`config.mk`:
```
export PLATFORM = sky130hd
export DESIGN_NAME = root_job_driver
export DESIGN_NICKNAME = d
export VERILOG_FILES = /design/src/rtl/root_job_driver.sv
export SDC_FILE = /design/constraint.sdc
export NUM_CORES = 1
export LEC_CHECK = 0
export CAP_MARGIN = 0
export CORE_MARGIN = 2
export CORE_UTILIZATION = 40
export DETAILED_ROUTE_END_ITERATION = 12
export MAX_ROUTING_LAYER = met4
export PLACE_DENSITY_LB_ADDON = 0.15
export SYNTH_ARGS = -nofsm -noshare
export SYNTH_HDL_FRONTEND = slang
export SYNTH_SLANG_ARGS = --single-unit
```
`constraint.sdc`:
```
create_clock -name CLK -period 2.11 [get_ports CLK]
set_clock_uncertainty 0.15 [all_clocks]
set_input_delay 0.633 -clock CLK [delete_from_list [all_inputs] [get_ports CLK]]
set_output_delay 0.633 -clock CLK [all_outputs]
set_load 0.02 [all_outputs]
```
`src/rtl/root_job_driver.sv`:
```
// root_job_driver
// Sequencer in front of a root composition block. It accepts one operand
// triple over valid/ready and holds it on R_IN0..R_IN2. It then pulses R_ST for
// one cycle, waits for R_RD, captures R_RES, and offers the result downstream
// over valid/ready together with the ST-to-capture cycle count.
//
// Build option: define ROOT_DRV_TIMEOUT_EN to enable the watchdog. A run that
// reaches TMO cycles without R_RD is aborted with OUT_ERR=1. Without the
// option, OUT_ERR is tied to 0 and TMO only gets a range check.
//
// Ports
//   CLK, RST            clock; synchronous active-high reset
//   IN_VALID/IN_READY   operand handshake; A0..A2 are captured on accept
//   R_ST                one-cycle start pulse to the root
//   R_IN0..R_IN2        operands to the root, held until the next accept
//   R_RD, R_RES         root done flag and result
//   OUT_VALID/OUT_READY result handshake
//   OUT_RES, OUT_CYC    captured result; cycles from ST (saturating)
//   OUT_ERR             run aborted by the watchdog
//
// state | meaning
// IDLE  | ready for a new operand triple
// START | R_ST high for this single cycle
// ARM   | R_RD ignored, it may still be high from the previous run
// WAIT  | waiting for R_RD (or the watchdog)
// DONE  | result offered downstream
module root_job_driver #(
    parameter int W   = 16,
    parameter int TMO = 4096
) (
    input  logic         CLK,
    input  logic         RST,
    input  logic         IN_VALID,
    output logic         IN_READY,
    input  logic [W-1:0] A0,
    input  logic [W-1:0] A1,
    input  logic [W-1:0] A2,
    output logic         R_ST,
    output logic [W-1:0] R_IN0,
    output logic [W-1:0] R_IN1,
    output logic [W-1:0] R_IN2,
    input  logic         R_RD,
    input  logic [W-1:0] R_RES,
    output logic         OUT_VALID,
    input  logic         OUT_READY,
    output logic [W-1:0] OUT_RES,
    output logic [15:0]  OUT_CYC,
    output logic         OUT_ERR
);

    typedef enum logic [2:0] {IDLE, START, ARM, WAIT, DONE} state_t;

    state_t       state_q, state_d;
    logic [W-1:0] in0_q, in1_q, in2_q;
    logic [W-1:0] in0_d, in1_d, in2_d;
    logic         st_q, st_d;
    logic         valid_q, valid_d;
    logic [15:0]  cnt_q, cnt_d, cnt_inc;
    logic [W-1:0] res_q, res_d;
    logic [15:0]  cyc_q, cyc_d;

    // The limit is compared against the 16-bit cycle counter, and the earliest
    // WAIT cycle already sees a count of 3.
    if (TMO < 3 || TMO > 65535) begin : g_tmo_range
        $error("root_job_driver: TMO must lie in 3..65535");
    end

`ifdef ROOT_DRV_TIMEOUT_EN
    localparam logic [15:0] TMO_CNT = 16'(TMO);
    logic err_q, err_d;
`endif

    assign cnt_inc = (cnt_q == 16'hFFFF) ? cnt_q : cnt_q + 16'd1;

    always_comb begin
        state_d = state_q;
        in0_d   = in0_q;
        in1_d   = in1_q;
        in2_d   = in2_q;
        cnt_d   = cnt_q;
        res_d   = res_q;
        cyc_d   = cyc_q;
`ifdef ROOT_DRV_TIMEOUT_EN
        err_d   = err_q;
`endif
        case (state_q)
            IDLE: begin
                if (IN_VALID) begin
                    in0_d   = A0;
                    in1_d   = A1;
                    in2_d   = A2;
                    cnt_d   = '0;
                    state_d = START;
                end
            end
            START: begin
                cnt_d   = 16'd1;
                state_d = ARM;
            end
            ARM: begin
                cnt_d   = cnt_inc;
                state_d = WAIT;
            end
            WAIT: begin
                cnt_d = cnt_inc;
                // A result arriving on the watchdog cycle takes priority.
                if (R_RD) begin
                    res_d   = R_RES;
                    cyc_d   = cnt_inc;
`ifdef ROOT_DRV_TIMEOUT_EN
                    err_d   = 1'b0;
`endif
                    state_d = DONE;
                end
`ifdef ROOT_DRV_TIMEOUT_EN
                else if (cnt_inc >= TMO_CNT) begin
                    res_d   = '0;
                    cyc_d   = TMO_CNT;
                    err_d   = 1'b1;
                    state_d = DONE;
                end
`endif
            end
            DONE: begin
                if (OUT_READY) begin
                    state_d = IDLE;
                end
            end
            default: state_d = IDLE;
        endcase
        // R_ST and OUT_VALID are registered decodes of the next state.
        st_d    = (state_d == START);
        valid_d = (state_d == DONE);
    end

    always_ff @(posedge CLK) begin
        if (RST) begin
            state_q <= IDLE;
            in0_q   <= '0;
            in1_q   <= '0;
            in2_q   <= '0;
            st_q    <= 1'b0;
            valid_q <= 1'b0;
            cnt_q   <= '0;
            res_q   <= '0;
            cyc_q   <= '0;
`ifdef ROOT_DRV_TIMEOUT_EN
            err_q   <= 1'b0;
`endif
        end else begin
            state_q <= state_d;
            in0_q   <= in0_d;
            in1_q   <= in1_d;
            in2_q   <= in2_d;
            st_q    <= st_d;
            valid_q <= valid_d;
            cnt_q   <= cnt_d;
            res_q   <= res_d;
            cyc_q   <= cyc_d;
`ifdef ROOT_DRV_TIMEOUT_EN
            err_q   <= err_d;
`endif
        end
    end

    // IN_READY is held low during the reset cycle even when the state is IDLE.
    assign IN_READY  = (state_q == IDLE) && !RST;
    assign R_ST      = st_q;
    assign R_IN0     = in0_q;
    assign R_IN1     = in1_q;
    assign R_IN2     = in2_q;
    assign OUT_VALID = valid_q;
    assign OUT_RES   = res_q;
    assign OUT_CYC   = cyc_q;
`ifdef ROOT_DRV_TIMEOUT_EN
    assign OUT_ERR   = err_q;
`else
    assign OUT_ERR   = 1'b0;
`endif

endmodule

```
==> results by group, run 1 <==
Synth
  – Yosys warnings: 0
  – Synth cell types: 50
  – Synth Area in XOR/XNOR: 0.0172
  – Post-Syn Instances: 512
  – Post-Syn Nets: 582
  – EDFF count, synth: 0
  – #FFs+latches synth: 101
  – Ys async rst share: 0
  – Synth Area in Simple Gates: 0.245
  – Mean post-synth cell area: 7.95 µm²
  – Post-synth top flop: dfxtp_1
  – Sequential area share after synthesis: 0.497
  – Post-synthesis adder-cell area fraction: 0.00307
  – Multiplexer share of the synthesized area: 0
  – Largest family of logic cells by synthesized area: simple AND/OR/NAND/NOR gates
  – Synthesized area: 4070 µm²
  – Compound-Gate Fraction of Synth Area: 0.183

Flow run
  – Max-Cap Viols: 0

Layout
  – Share of cells above drive strength 1: 0.102
  – Final #Nets: 741
  – Diodes inserted: 0
  – Most frequent cells in the layout: nand2_1, dfxtp_1, a21oi_1
  – Most common cell after layout, fill and taps aside: nand2_1
  – Final instance area: 6130 µm²
  – Syn-to-layout area delta: 50.6%

Detailed routing
  – DR iter-0 viols: 242
  – Routed WL: 11,400 µm
  – DR WL/cell: 14.1 µm
  – Drt first pass iters: 4
  – Via count: 4,013
  – Via/cell ratio: 4.96
  – Drt drc: 0
  – Antenna-violating nets left: 0

Floorplanning
  – Initial Utilization: 0.415
  – Cell Rows: 36
  – Chip width: 105 µm
  – Core Region: 9820 µm²
  – Area of the die: 11,000 µm²
  – Chip height: 105 µm
  – Ports: 153

Timing
  – Setup violations, final: 0
  – Min cycle time layout: 2.08 ns
  – Endpoints failing hold: 0
  – RSZ-0062 raised after global routing: false
  – Fmax: 481 MHz
  – Max-slew headroom: 0.626
  – Final WS setup: 0.0326 ns
  – Worst-Margin Slew: 0.562 ns
  – Fin crit share: 0.985
  – Slew Viols, Final: 0

Placement
  – Post-DP HPWL: 8080 µm
  – Placed inst area: 5880 µm²
  – Pre-CTS setup slack: -0.253 ns
  – Buffers on Ports: 151
  – GPL Wtd Cong: 0.872

Global route
  – Gr usage total: 0.209
  – First-pass GRT wire length: 18,400 µm
  – GR Overflow Total: 0
  – Largest net degree at the start of global routing: 58
  – Antenna violations before repair: 0
  – Vias in the first global route: 3,764

Min path
  – Hold Path Class: reg -> reg

Setup path
  – Setup crit end kind: primary output
  – Critical Path AT: 1.29 ns
  – Slowest CP cell: clkdlybuf4s50_1
  – Crit path launch type: flip-flop
  – CP delay by family, top: buffers and inverters
  – Crit-path max FO: 2
  – CP Cell Sequence: clkdlybuf4s50_1
  – Crit-path max cell delay: 0.60 ns
  – CP bufs+invs: 1
  – Worst EP required: 1.33 ns
  – Critical setup path kind: reg -> out

Run status
  – Status: completed

CTS
  – CTS Buf Count: 9
  – Post-CTS Hold Fix Bufs: 0
  – Clk buf depth: 2
  – Clk Latency, worst-skew pair: 0.36 ns
  – Setup bufs post-CTS: 0
  – Root buf cell: clkbuf_8
  – Clock sink total: 101
  – CTS tree: yes
  – H-tree levels: 3
  – Clk slew on worst S/H paths: 0.09 ns

Power and ir drop
  – Power Dens Cells: 654 nW/µm²
  – LEAKAGE: 3.04 nW
  – VDD IR-drop max: 353 µV
==> timing repair <==
item / CTS / global route
setup endpoints to repair: 37 / 42
hold endpoints to repair: 0 / 0
gates resized for setup: 40 / 44
==> per-stage QoR <==
| stage | hold WS, ns | util | cells | setup TNS, ns | total power, mW |
|---|---|---|---|---|---|
| 2_1_floorplan | 0.328 | - | 512 | 0 | 2.46 |
| 3_3_place_gp | 0.291 | 0.598 | 793 | -1.15 | 2.87 |
| 3_5_place_dp | 0.295 | 0.598 | 793 | -3.55 | 2.89 |
| 4_1_cts | 0.308 | 0.614 | 809 | 0 | 4.06 |
| 5_1_grt | 0.328 | 0.625 | 809 | 0 | 4.20 |
| 6_report | 0.302 | 0.625 | 809 | 0 | 4.01 |
==> worst paths after layout <==
path	end	cells after the start	slack (ns)	startpoint
min reg2reg	R_IN1[1]	2	0.30	R_IN1[1]
min	R_IN1[1]	2	0.30	R_IN1[1]
max reg2reg	cnt_q[0]	6	0.13	cnt_q[6]
max	R_IN0[15]	1	0.03	R_IN0[15]
==> where the power goes <==
part	switching, mW	total (mW)	internal [mW]
logic	0.404	0.769	0.366
clock network	0.641	1.20	0.563
registers	0.0405	2.04	2.00
==> state kept, by name, indices dropped and copies added, names as in the netlist <==
name / flops
OUT_RES: 16
state_q: 3
OUT_VALID: 1
cnt_q: 16
R_IN0: 16
R_IN2: 16
OUT_CYC: 16
R_IN1: 16
R_ST: 1
==> per-layer routing <==
layer | routed length (µm) | GRT usage | up-vias
li1 | - | - | 2055
met1 | 5430 | 0.276 | 1822
met2 | 5230 | 0.325 | 119
met3 | 532 | 0.0331 | 17
met4 | 177 | 0.0743 | 0
met5 | 0 | - | -
==> cells in the mapped netlist (2+ instances only) <==
cell	number	area, µm²
nand2_1	142	533
o21ai_2	2	17.5
nand3_1	9	45.0
buf_1	2	7.51
and3_1	4	25.0
buf_2	7	35.0
a311oi_1	5	43.8
nor3_1	5	25.0
nand2b_1	5	31.3
nor2_1	26	97.6
inv_1	4	15.0
a31oi_1	3	18.8
a211oi_1	5	37.5
nand4_2	2	25.0
or2_2	2	12.5
nand3b_1	4	30.0
clkbuf_1	22	82.6
dfxtp_1	101	2020
buf_4	5	37.5
nand4_1	7	43.8
xnor2_1	4	35.0
or3_1	4	25.0
clkbuf_2	3	15.0
o211ai_1	4	30.0
xor2_1	4	35.0
o21ai_0	20	100
and4_1	2	17.5
a21oi_1	87	435
==> logic make-up after synthesis <==
group                      Yosys count
and+or+nand+nor                    222
AOI/OAI and AO/OA                  134
DFF                                101
buffers and inverters               45
xor gates and xnor gates             8
adders and majority gates            1
other                                1
==> cell type report <==
cell class	count	area, µm²
Fill cell	913	3690
Sequential cell	101	2020
Timing Repair Buffer	189	1890
Multi-Input combinational cell	366	1840
Clock buffer	14	183
Tap cell	133	166
Inverter	4	15.0
Clock inverter	2	13.8
Power figures use the tool's default switching activity.
==> inputs of run 2 (changes only) <==
- CTS_CLUSTER_SIZE: unset -> 8
- PLACE_DENSITY: unset -> 0.77
- PLACE_DENSITY_LB_ADDON: 0.15 -> unset
==> results by group, run 2 (synthesis gave the netlist of run 1 again) <==
Floorplanning
  – Ports: 153
  – Area of the die: 11,000 µm²
  – Chip height: 105 µm
  – Initial Utilization: 0.415
  – Cell Rows: 36
  – Chip width: 105 µm
  – Core Region: 9820 µm²

Global route
  – Antenna violations before repair: 0
  – First-pass GRT wire length: 19,200 µm
  – Gr usage total: 0.218
  – Largest net degree at the start of global routing: 49
  – Vias in the first global route: 4,020
  – GR Overflow Total: 0

Timing
  – Max-slew headroom: 0.592
  – Fmax: 480 MHz
  – Fin crit share: 0.988
  – Slew Viols, Final: 0
  – Endpoints failing hold: 0
  – Worst-Margin Slew: 0.610 ns
  – Setup TNS: 0 ns
  – RSZ-0062 raised after global routing: false
  – Setup violations, final: 0
  – Min cycle time layout: 2.09 ns

Setup path
  – Crit path depth: 1
  – Crit-path max cell delay: 0.63 ns
  – Worst setup path endpoint: R_ST
  – R2R Path End: OUT_CYC[2]
  – Worst R2R Start: cnt_q[4]
  – CP delay by family, top: buffers and inverters
  – Crit path launch type: flip-flop
  – Critical setup path kind: reg -> out
  – CP Cell Sequence: clkdlybuf4s50_1
  – Reg2reg path depth: 6
  – CP Launch Point: R_ST
  – Worst EP required: 1.33 ns
  – Crit-path max FO: 1
  – CP bufs+invs: 1
  – Slowest CP cell: clkdlybuf4s50_1
  – Setup crit end kind: primary output
  – R2r setup slk: 0.08 ns
  – Critical Path AT: 1.30 ns

Detailed routing
  – Drt drc: 0
  – Via/cell ratio: 5.11
  – DR iter-0 viols: 253
  – Via count: 4,143
  – Routed WL: 12,000 µm
  – Antenna-violating nets left: 0
  – Drt first pass iters: 5
  – DR WL/cell: 14.8 µm

Run status
  – Status: completed

Layout
  – Multi-input logic area: 1860 µm²
  – Reg area: 2020 µm²
  – Share of cells above drive strength 1: 0.103
  – Syn-to-layout area delta: 51.2%
  – Fin util: 0.627
  – Most common cell after layout, fill and taps aside: nand2_1
  – Diodes inserted: 0
  – Most frequent cells in the layout: nand2_1, dfxtp_1, a21oi_1
  – Final #Nets: 743
  – Fill cells: 894

CTS
  – Clk buf depth: 2
  – Root buf cell: clkbuf_8
  – Clock sink total: 101
  – Clk slew on worst S/H paths: 0.09 ns
  – Clk Latency, worst-skew pair: 0.36 ns
  – Post-CTS Hold Fix Bufs: 0
  – H-tree levels: 3
  – CTS Buf Count: 9
  – CTS tree: yes

Flow run
  – Max-Cap Viols: 0

Placement
  – Buffers on Ports: 151
  – GPL Wtd Cong: 0.905
  – Post-DP HPWL: 8750 µm

Power and ir drop
  – VDD IR-drop max: 380 µV
  – LEAKAGE: 2.95 nW
  – Power Dens Cells: 674 nW/µm²

Min path
  – Hold Path Class: reg -> reg
[run 2: worst min path at each step]
stage	from	endpoint	slack, ns	cells after the start
global placement	R_IN2[4]	R_IN2[4]	0.29	2
detailed placement	R_IN0[13]	R_IN0[13]	0.30	2
CTS	R_IN2[3]	R_IN2[3]	0.31	2
finish	R_IN0[12]	R_IN0[12]	0.30	2
global route	R_IN2[6]	R_IN2[6]	0.32	2
floorplan	cnt_q[7]	cnt_q[7]	0.33	1
[run 2: per-layer routing]
| metal | track usage | wire (µm) |
|---|---|---|
| met5 | - | 0 |
| met4 | 0.0933 | 344 |
| met3 | 0.0293 | 600 |
| met2 | 0.370 | 5920 |
| met1 | 0.260 | 5160 |
[run 2: per-stage QoR]
stage                     setup WS, ns  total power, mW  cells  area (µm²)  hold WS, ns
after floorplan                 0.0212             2.46    512        4080        0.328
after global placement          -0.190             2.89    794        5900        0.292
after detailed placement        -0.210             2.91    794        5900        0.298
after CTS                     0.000287             4.19    809        6050        0.309
after global routing           0.00226             4.33    810        6150        0.320
final                           0.0247             4.15    810        6150        0.304
[run 2: repair_timing]
item	CTS	global route
setup buffers	0	1
pin swaps	0	1
hold endpoints to repair	0	0
endpoints found under the setup margin	44	40
resized for setup	47	38
[run 2: cell type report]
cell class | instances | share of cell area
well taps | 133 | 0.0270
repair buffers | 191 | 0.306
clock inverters | 5 | 0.0136
clock buffers | 10 | 0.0207
inverters | 4 | 0.00244
flip-flops and latches | 101 | 0.329
multi-input cells | 366 | 0.301
[run 2: where the power goes]
group          switching [mW]  internal, mW  leakage [nW]  total (mW)
Sequential             0.0430          2.00         0.822        2.04
Clock                   0.656         0.667        0.0990        1.32
Combinational           0.412         0.377          2.03       0.789
Total                    1.11          3.04          2.95        4.15
[run 2: tightest hold or removal path, delay by kind of cell, from the launching register on]
kind,cells,cell delay [ns]
AO/OA/AOI/OAI,1,0.05
flip-flops,1,0.31
AND/OR/NAND/NOR,1,0.05
